## config.mk

```make
export PLATFORM = sky130hd
export DESIGN_NAME = vip_cfg_arbiter
export DESIGN_NICKNAME = d
export VERILOG_FILES = /design/src/rtl/vip_cfg_pkg.sv /design/src/rtl/vip_rr_pick.sv /design/src/rtl/vip_cfg_arbiter.sv
export SDC_FILE = /design/constraint.sdc
export NUM_CORES = 1
export LEC_CHECK = 0
export ABC_CLOCK_PERIOD_IN_PS = 2000
export BUFFER_PORTS_ARGS = -buffer_cell sky130_fd_sc_hd__buf_2
export CORE_UTILIZATION = 47
export CTS_BUF_LIST = sky130_fd_sc_hd__clkbuf_4 sky130_fd_sc_hd__clkbuf_8 sky130_fd_sc_hd__clkbuf_16
export CTS_CLUSTER_SIZE = 28
export DETAILED_ROUTE_END_ITERATION = 8
export HOLD_SLACK_MARGIN = 0.1
export PLACE_DENSITY = 0.8
export SYNTH_ARGS = -nofsm -noshare
export SYNTH_HDL_FRONTEND = slang
export SYNTH_SLANG_ARGS = --single-unit
```

## constraint.sdc

```tcl
create_clock -name clk -period 2 [get_ports clk]
set_clock_uncertainty 0.2 [all_clocks]
set_input_delay 0.6 -clock clk [delete_from_list [all_inputs] [get_ports clk]]
set_output_delay 0.6 -clock clk [all_outputs]
set_load 0.05 [all_outputs]
```

## src/rtl/vip_cfg_pkg.sv

```systemverilog
// Shared definitions for the VIP configuration path: bus widths, slave bank
// decode and the arbiter state encoding.
package vip_cfg_pkg;

    localparam int VIP_CFG_AW = 9;
    localparam int VIP_CFG_DW = 32;

    // Slave bank select lives in address[8:7]
    localparam logic [1:0] VIP_BANK_SCALER = 2'd0;
    localparam logic [1:0] VIP_BANK_MIXER  = 2'd1;
    localparam logic [1:0] VIP_BANK_CVO    = 2'd2;

    typedef enum logic {
        ARB_IDLE,
        ARB_OWNED
    } arb_state_t;

    function automatic logic [1:0] vip_bank(input logic [VIP_CFG_AW-1:0] addr);
        return addr[8:7];
    endfunction

endpackage

```

## src/rtl/vip_rr_pick.sv

```systemverilog
// Combinational round-robin picker: first eligible requester searching upward
// from last+1 with wrap modulo N (N need not be a power of two).
module vip_rr_pick #(
    parameter int N  = 2,
    parameter int PW = (N > 1) ? $clog2(N) : 1
) (
    input  logic [N-1:0]  req,
    input  logic [N-1:0]  eligible,
    input  logic [PW-1:0] last,
    output logic          valid,
    output logic [PW-1:0] idx
);

    logic [PW:0]   sum;
    logic [PW-1:0] cand;

    always_comb begin
        valid = 1'b0;
        idx   = '0;
        sum   = '0;
        cand  = '0;
        for (int i = 1; i <= N; i++) begin
            sum = {1'b0, last} + (PW+1)'(i);
            if (sum >= (PW+1)'(N)) begin
                sum = sum - (PW+1)'(N);
            end
            cand = sum[PW-1:0];
            if (!valid && req[cand] && eligible[cand]) begin
                valid = 1'b1;
                idx   = cand;
            end
        end
    end

endmodule

```

## src/rtl/vip_cfg_arbiter.sv

```systemverilog
// Round-robin, grant-locked arbiter sharing the VIP write-only config port
// between NREQ masters, with a registered output slot and idle-owner watchdog.
//
//  state      | meaning
//  -----------+-------------------------------------------------------------
//  ARB_IDLE   | no owner; arbitrate among eligible requesters
//  ARB_OWNED  | owner holds the port until it drops s_req or the watchdog fires
module vip_cfg_arbiter
    import vip_cfg_pkg::*;
#(
    parameter int NREQ    = 2,
    parameter int TIMEOUT = 4096
) (
    input  logic                       clk,
    input  logic                       reset_n,
    input  logic [NREQ-1:0]            s_req,
    input  logic [VIP_CFG_AW*NREQ-1:0] s_address,
    input  logic [NREQ-1:0]            s_write,
    input  logic [VIP_CFG_DW*NREQ-1:0] s_writedata,
    output logic [NREQ-1:0]            s_waitrequest,
    output logic [NREQ-1:0]            s_grant,
    output logic [VIP_CFG_AW-1:0]      m_address,
    output logic                       m_write,
    output logic [VIP_CFG_DW-1:0]      m_writedata,
    input  logic                       m_waitrequest,
    output logic                       timeout_evt
);

    localparam int PW = $clog2(NREQ);
    localparam int CW = $clog2(TIMEOUT) + 1;

    arb_state_t            state, state_nxt;
    logic [PW-1:0]         owner, owner_nxt;
    logic [PW-1:0]         last_owner, last_nxt;
    logic [CW-1:0]         idle_cnt, cnt_nxt;
    logic [NREQ-1:0]       blocked, blocked_nxt;
    logic                  m_write_nxt;
    logic [VIP_CFG_AW-1:0] m_address_nxt;
    logic [VIP_CFG_DW-1:0] m_writedata_nxt;
    logic                  tevt_nxt;

    logic                  pick_valid;
    logic [PW-1:0]         pick_idx;
    logic [VIP_CFG_AW-1:0] sel_addr;
    logic [VIP_CFG_DW-1:0] sel_data;
    logic                  own_req;
    logic                  own_write;
    logic                  slot_free;
    logic                  accept;

    vip_rr_pick #(
        .N  (NREQ),
        .PW (PW)
    ) u_pick (
        .req      (s_req),
        .eligible (~blocked),
        .last     (last_owner),
        .valid    (pick_valid),
        .idx      (pick_idx)
    );

    always_comb begin
        sel_addr  = '0;
        sel_data  = '0;
        own_req   = 1'b0;
        own_write = 1'b0;
        for (int i = 0; i < NREQ; i++) begin
            if (owner == PW'(i)) begin
                sel_addr  = s_address[i*VIP_CFG_AW +: VIP_CFG_AW];
                sel_data  = s_writedata[i*VIP_CFG_DW +: VIP_CFG_DW];
                own_req   = s_req[i];
                own_write = s_write[i];
            end
        end
    end

    // The slot can take a new write when empty or when its write completes now
    assign slot_free = ~m_write | ~m_waitrequest;
    assign accept    = (state == ARB_OWNED) & own_write & slot_free;

    always_comb begin
        state_nxt       = state;
        owner_nxt       = owner;
        last_nxt        = last_owner;
        cnt_nxt         = idle_cnt;
        tevt_nxt        = 1'b0;
        blocked_nxt     = blocked & s_req;
        m_write_nxt     = accept ? 1'b1 : (slot_free ? 1'b0 : m_write);
        m_address_nxt   = accept ? sel_addr : m_address;
        m_writedata_nxt = accept ? sel_data : m_writedata;
        s_grant         = '0;
        s_waitrequest   = '1;

        case (state)
            ARB_IDLE: begin
                if (pick_valid) begin
                    state_nxt = ARB_OWNED;
                    owner_nxt = pick_idx;
                    last_nxt  = pick_idx;
                    cnt_nxt   = '0;
                end
            end
            ARB_OWNED: begin
                s_grant[owner]       = 1'b1;
                s_waitrequest[owner] = ~slot_free;
                if (accept) begin
                    cnt_nxt = '0;
                end else if (slot_free) begin
                    // A release in the same cycle as the timeout wins
                    if (!own_req) begin
                        state_nxt = ARB_IDLE;
                    end else if (idle_cnt == CW'(TIMEOUT-1)) begin
                        state_nxt          = ARB_IDLE;
                        tevt_nxt           = 1'b1;
                        blocked_nxt[owner] = 1'b1;
                    end else begin
                        cnt_nxt = idle_cnt + 1'b1;
                    end
                end
            end
            default: state_nxt = ARB_IDLE;
        endcase
    end

    always_ff @(posedge clk or negedge reset_n) begin
        if (!reset_n) begin
            state       <= ARB_IDLE;
            owner       <= '0;
            last_owner  <= PW'(NREQ-1);
            idle_cnt    <= '0;
            blocked     <= '0;
            m_write     <= 1'b0;
            m_address   <= '0;
            m_writedata <= '0;
            timeout_evt <= 1'b0;
        end else begin
            state       <= state_nxt;
            owner       <= owner_nxt;
            last_owner  <= last_nxt;
            idle_cnt    <= cnt_nxt;
            blocked     <= blocked_nxt;
            m_write     <= m_write_nxt;
            m_address   <= m_address_nxt;
            m_writedata <= m_writedata_nxt;
            timeout_evt <= tevt_nxt;
        end
    end

endmodule

```

; ---- Yosys cells after proc, flatten, opt, wreduce, memory -nomap -nowiden
; Cells that the tools add are included.
[totals]
regBits = 61
input_bits = 89
[op_classes]
n_addsub = 5
order_cmp = 6
eq_ne = 5
mux = 46
bitwise = 12
n_reduce_logical = 8
[op_table]
columns = cell, n
row1 = $mux W13, 5
row2 = $mux W32, 1
row3 = $mux W1, 29
row4 = $pmux W13 S2, 1
row5 = $mux W2, 7
row6 = $add A13 B1 Y13 const B, 1
row7 = $eq A13 B12 Y1 const B, 1
row8 = $mux W9, 1
row9 = $lt A1 B2 Y1 const B, 3
row10 = $ne A3 B1 Y1 const B, 2
row11 = $ge A2 B2 Y1 const B, 2
row12 = $logic_and A1 B1 Y1, 4
row13 = $not A1 Y1, 4
row14 = $not A2 Y2, 2
row15 = $or A2 B2 Y2, 2
row16 = $reduce_and A4 Y1, 1
row17 = $ne A3 B3 Y1 const B, 1
row18 = $add A1 B1 Y2 const B, 1
row19 = $add A1 B2 Y2 const B, 1
row20 = $and A1 B1 Y1, 2
row21 = $and A2 B2 Y2, 1
row22 = $ne A2 B2 Y1 const B, 1
row23 = $pmux W1 S2, 1
row24 = $reduce_and A2 Y1, 1
row25 = other kinds (6), 7

; ---- Longest topological paths before layout
[logic_depth]
ltp_word = 13
mapped_depth = 7

; ---- Modules after synthesis
; A second synthesis with hierarchy kept.
[unflattened]
cells_unflattened = 291
area_unflattened_um2 = 2946.6
[by_module_without_submodules]
columns = mod, n_inst, cells_per_inst, area_each_um2, seq_area_each_um2
row1 = vip_cfg_arbiter, 1, 287, 2929.1, 1527.7
row2 = vip_rr_pick, 1, 4, 17.5, 0.0

; ---- Worst setup path after synthesis
; OpenSTA, ideal clock, no wires.
[synth_timing]
path_kind = register -> output
start = register owner
end = output port s_grant[0]
arrival_time_ns = 1.433
required_time_ns = 1.200
slack_ns = -0.233
stages_incl_launch_ff = 4
n_path_buf = 2
cell_sequence = dfrtp_1 > buf_4 > clkbuf_1 > nor2b_1
[synth_via]
elab_chain_cells = 5
[synth_lines]
columns = item, line
row1 = from (decl), vip_cfg_arbiter.sv:33  ; logic [PW-1:0] owner, owner_nxt;
row2 = from (signal assigned), vip_cfg_arbiter.sv:138  ; owner <= owner_nxt;
row3 = $lt A1 B2 Y1 (not written as such) / $ge A1 B1 Y1 (equally long branches), vip_cfg_arbiter.sv:104  ; s_grant[owner] = 1'b1;
row4 = $logic_and A1 B1 Y1 (not written as such), vip_cfg_arbiter.sv:104
row5 = $mux W1 (not written as such), vip_cfg_arbiter.sv:104
row6 = $demux W1 S1 *, vip_cfg_arbiter.sv:104
row7 = $mux W2 *, vip_cfg_arbiter.sv:94  ; case (state)
row8 = to (decl), vip_cfg_arbiter.sv:21  ; output logic [NREQ-1:0] s_grant,
; Every way passes the cells marked *; elsewhere a longest branch is shown, timed or not.

; ---- Worst setup path after layout
[layout_timing]
start = register state
end = output port s_waitrequest[1]
[layout_via]
elab_chain_cells = 1
[layout_lines]
columns = item, line
row1 = from (decl), vip_cfg_arbiter.sv:32  ; arb_state_t state, state_nxt;
row2 = from (signal assigned), vip_cfg_arbiter.sv:137  ; state <= state_nxt;
row3 = $mux W2, vip_cfg_arbiter.sv:94
row4 = to (decl), vip_cfg_arbiter.sv:20  ; output logic [NREQ-1:0] s_waitrequest,
; No other way between the ends.

==> metrics.cfg <==
[run_status]
status=complete, no violations

[worst_setup_path]
crit_path_end_kind=primary output
rrSetupSlack_ns=0.10
cp-start-kind=flip-flop
cpPeakStageDelay_ns=0.38
path_cells=a21boi_4 -> nand2_1 -> buf_6
crit_buf_inv=1
worst_path_max_delay_cell=dfrtp_1
cp_max_fo=3
crit_type=flip-flop to primary output
arrival_ns=1.17
required_ns=1.20
crit_family=flip-flops

[placement]
portBuffers=135
pre_cts_ws_ns=-0.119
post-dp-hpwl_mm=5.24
placed_cell_area_um2=3920
place.gp.congestion=0.807

[global_routing]
grt_pass1_wl_mm=11.5
antenna_found_initial=0
grt_max_degree=83
grt-ovfl-total=0
grtUsageTotal=0.231
grt_pass1_vias=2650

[final_layout]
design_area_um2=4290
num_antenna_cells=0
synthToLayoutAreaGrowth_pct=41.4
final_common_cell=buf_2
final_nets=544
final_cell_mix=buf_2 (131), dfrtp_1 (59), nand2_1 (50), o21ai_0 (45), mux2i_1 (42)
layout-drive-gt1-share=0.437

[clock_tree]
cts_max_level=3
clkTransAtPathRegs_ns=0.07
clkSinkCount=61
clockBufferDepth=2
cts_tree=built
cts_buffers=9
root_buffer=clkbuf_8
insertion_delay_ns=0.33

[timing]
setup_viol_count_final=0
finalSetupTns_ns=0
grt_setup_unrepaired=true
period_share=0.987
layout_setup_ws_ns=0.0255
final_hold_viol_count=0
worstMarginPinSlew_ns=0.317
relSlewSlack=0.789
drv_slew=0
finalCriticalPeriod_ns=1.97
fmax_mhz=506

[detailed_routing]
wl_mm=7.23
drtIter0Drc=145
vias=2685
drtAntennaViolNets=0
drc=0
routedWlPerCell_um=13.6
drtPass1Iterations=4
via_per_inst=5.04

[logic_synthesis]
ys_types=45
synth_nets=385
synth_flop_cell=dfrtp_1
yosysWarnings=0
avgSynthCellArea_um2=10.3
synth_seq_cells=61
syn_inst=295
ys_seq_area_frac=0.503
synth-edff-count=0
synth_largest_area_cell=dfrtp_1
yosys-top-cells-area=dfrtp_1 (49%), mux2i_1 (14%), o21ai_0 (7.6%)
netlist_area_um2=3040
synthArstFlopShare=1.00
yosysTopAreaCellShare=0.495

[power_and_ir_drop]
total_leakage_power_nw=2.24
total_power_mw=7.43
p_per_area_nw_per_um2=1730
vdd_drop_max_mv=1.50

[floorplanning]
ios=136
start_util=0.501
core.rowCount=28
core_um2=6060
die_w_um=82.4
die_area_um2=6780
die_h_um=82.4

[job]
cap_violations=0

[hold_path]
hp-class=flip-flop to flip-flop

-- report_power, final --
part	switching, mW	internal [mW]
Combinational	2.87	1.32
Clock	0.463	0.797
Sequential	0.271	1.71
Total	3.60	3.83
-- metal layers --
metal	track usage	share of wire	vias up
li1	-	-	1345
met1	0.260	0.42	1234
met2	0.403	0.50	92
met3	0.0527	0.051	14
met4	0.125	0.020	0
met5	0	0	-
-- final cells by class --
| cell class | count | area (µm²) |
|---|---|---|
| clock buffer | 12 | 165 |
| clock inverter | 3 | 67.6 |
| fill | 450 | 1770 |
| inverter | 4 | 15.0 |
| multi-input combinational | 213 | 1440 |
| sequential | 61 | 1530 |
| tap | 75 | 93.8 |
| timing repair buffer | 165 | 986 |
-- path summary, 6_finish.rpt --
path / start / to / cells after the start
setup / recovery: state$_DFF_PN0_ / s_waitrequest[1] / 3
hold / removal: m_writedata[11]$_DFFE_PN0P_ / m_writedata[11]$_DFFE_PN0P_ / 2
setup reg to reg: state$_DFF_PN0_ / idle_cnt[2]$_DFFE_PN0P_ / 7
hold reg to reg: m_writedata[11]$_DFFE_PN0P_ / m_writedata[11]$_DFFE_PN0P_ / 2
max in group asynchronous: reset_n / last_owner$_DFFE_PN1P_ / 3
min in group asynchronous: reset_n / m_writedata[2]$_DFFE_PN0P_ / 3
-- kinds of logic (layout without fill, tap and decap cells) --
| kind of cell | Yosys count | in the layout | synth area share |
|---|---|---|---|
| buffers and inverters | 21 | 184 | 0.0342 |
| XOR/XNOR | 7 | 7 | 0.0202 |
| adder cells (fa/ha/maj) | 1 | 1 | 0.00412 |
| multiplexers | 44 | 44 | 0.148 |
| AND/OR/NAND/NOR | 98 | 98 | 0.165 |
| AO/OA/AOI/OAI | 63 | 63 | 0.124 |
| flip-flops | 61 | 61 | 0.503 |
-- synth_stat cells, types with 2 or more instances --
cell	instances
buf_2	5
nand2b_1	3
mux2_4	2
buf_6	2
dfrtp_1	60
nor2b_1	3
nor3b_1	2
mux2i_1	42
nor4_2	3
nor2_1	14
nand3_1	5
xnor2_1	7
a31oi_1	2
nand2_1	51
a21oi_1	3
inv_1	4
nand4_4	2
nor3_1	5
o21ai_0	46
clkbuf_1	9
-- what timing repair did --
item                                    in CTS  in global routing
hold buffers                                 1                  0
endpoints found under the setup margin       7                  6
resized for setup                            7                  9
endpoints found under the hold margin       60                  0
buffers inserted                             7                  1
pin swaps                                    2                  0
-- per-stage QoR --
step	instances	utilization	hold slack (ns)
after floorplan	295	-	0.104
after global placement	509	0.647	0.257
after detailed placement	509	0.647	0.265
after CTS	532	0.701	0.281
after global routing	533	0.708	0.302
final	533	0.708	0.273
-- flip-flops by register name, indices dropped and copies added, names as in the netlist --
register,flops
m_write,1
last_owner,1
timeout_evt,1
blocked,2
m_address,9
m_writedata,32
owner,1
state,1
idle_cnt,13
-- worst register-to-register path: cells and delay by family (launching register included) --
kind | cells | cell delay (ns)
simple gates | 1 | 0.10
buf+inv | 3 | 0.51
compound gates | 3 | 0.63
flops | 1 | 0.40
Note: power is estimated with default switching activity, not from simulation.
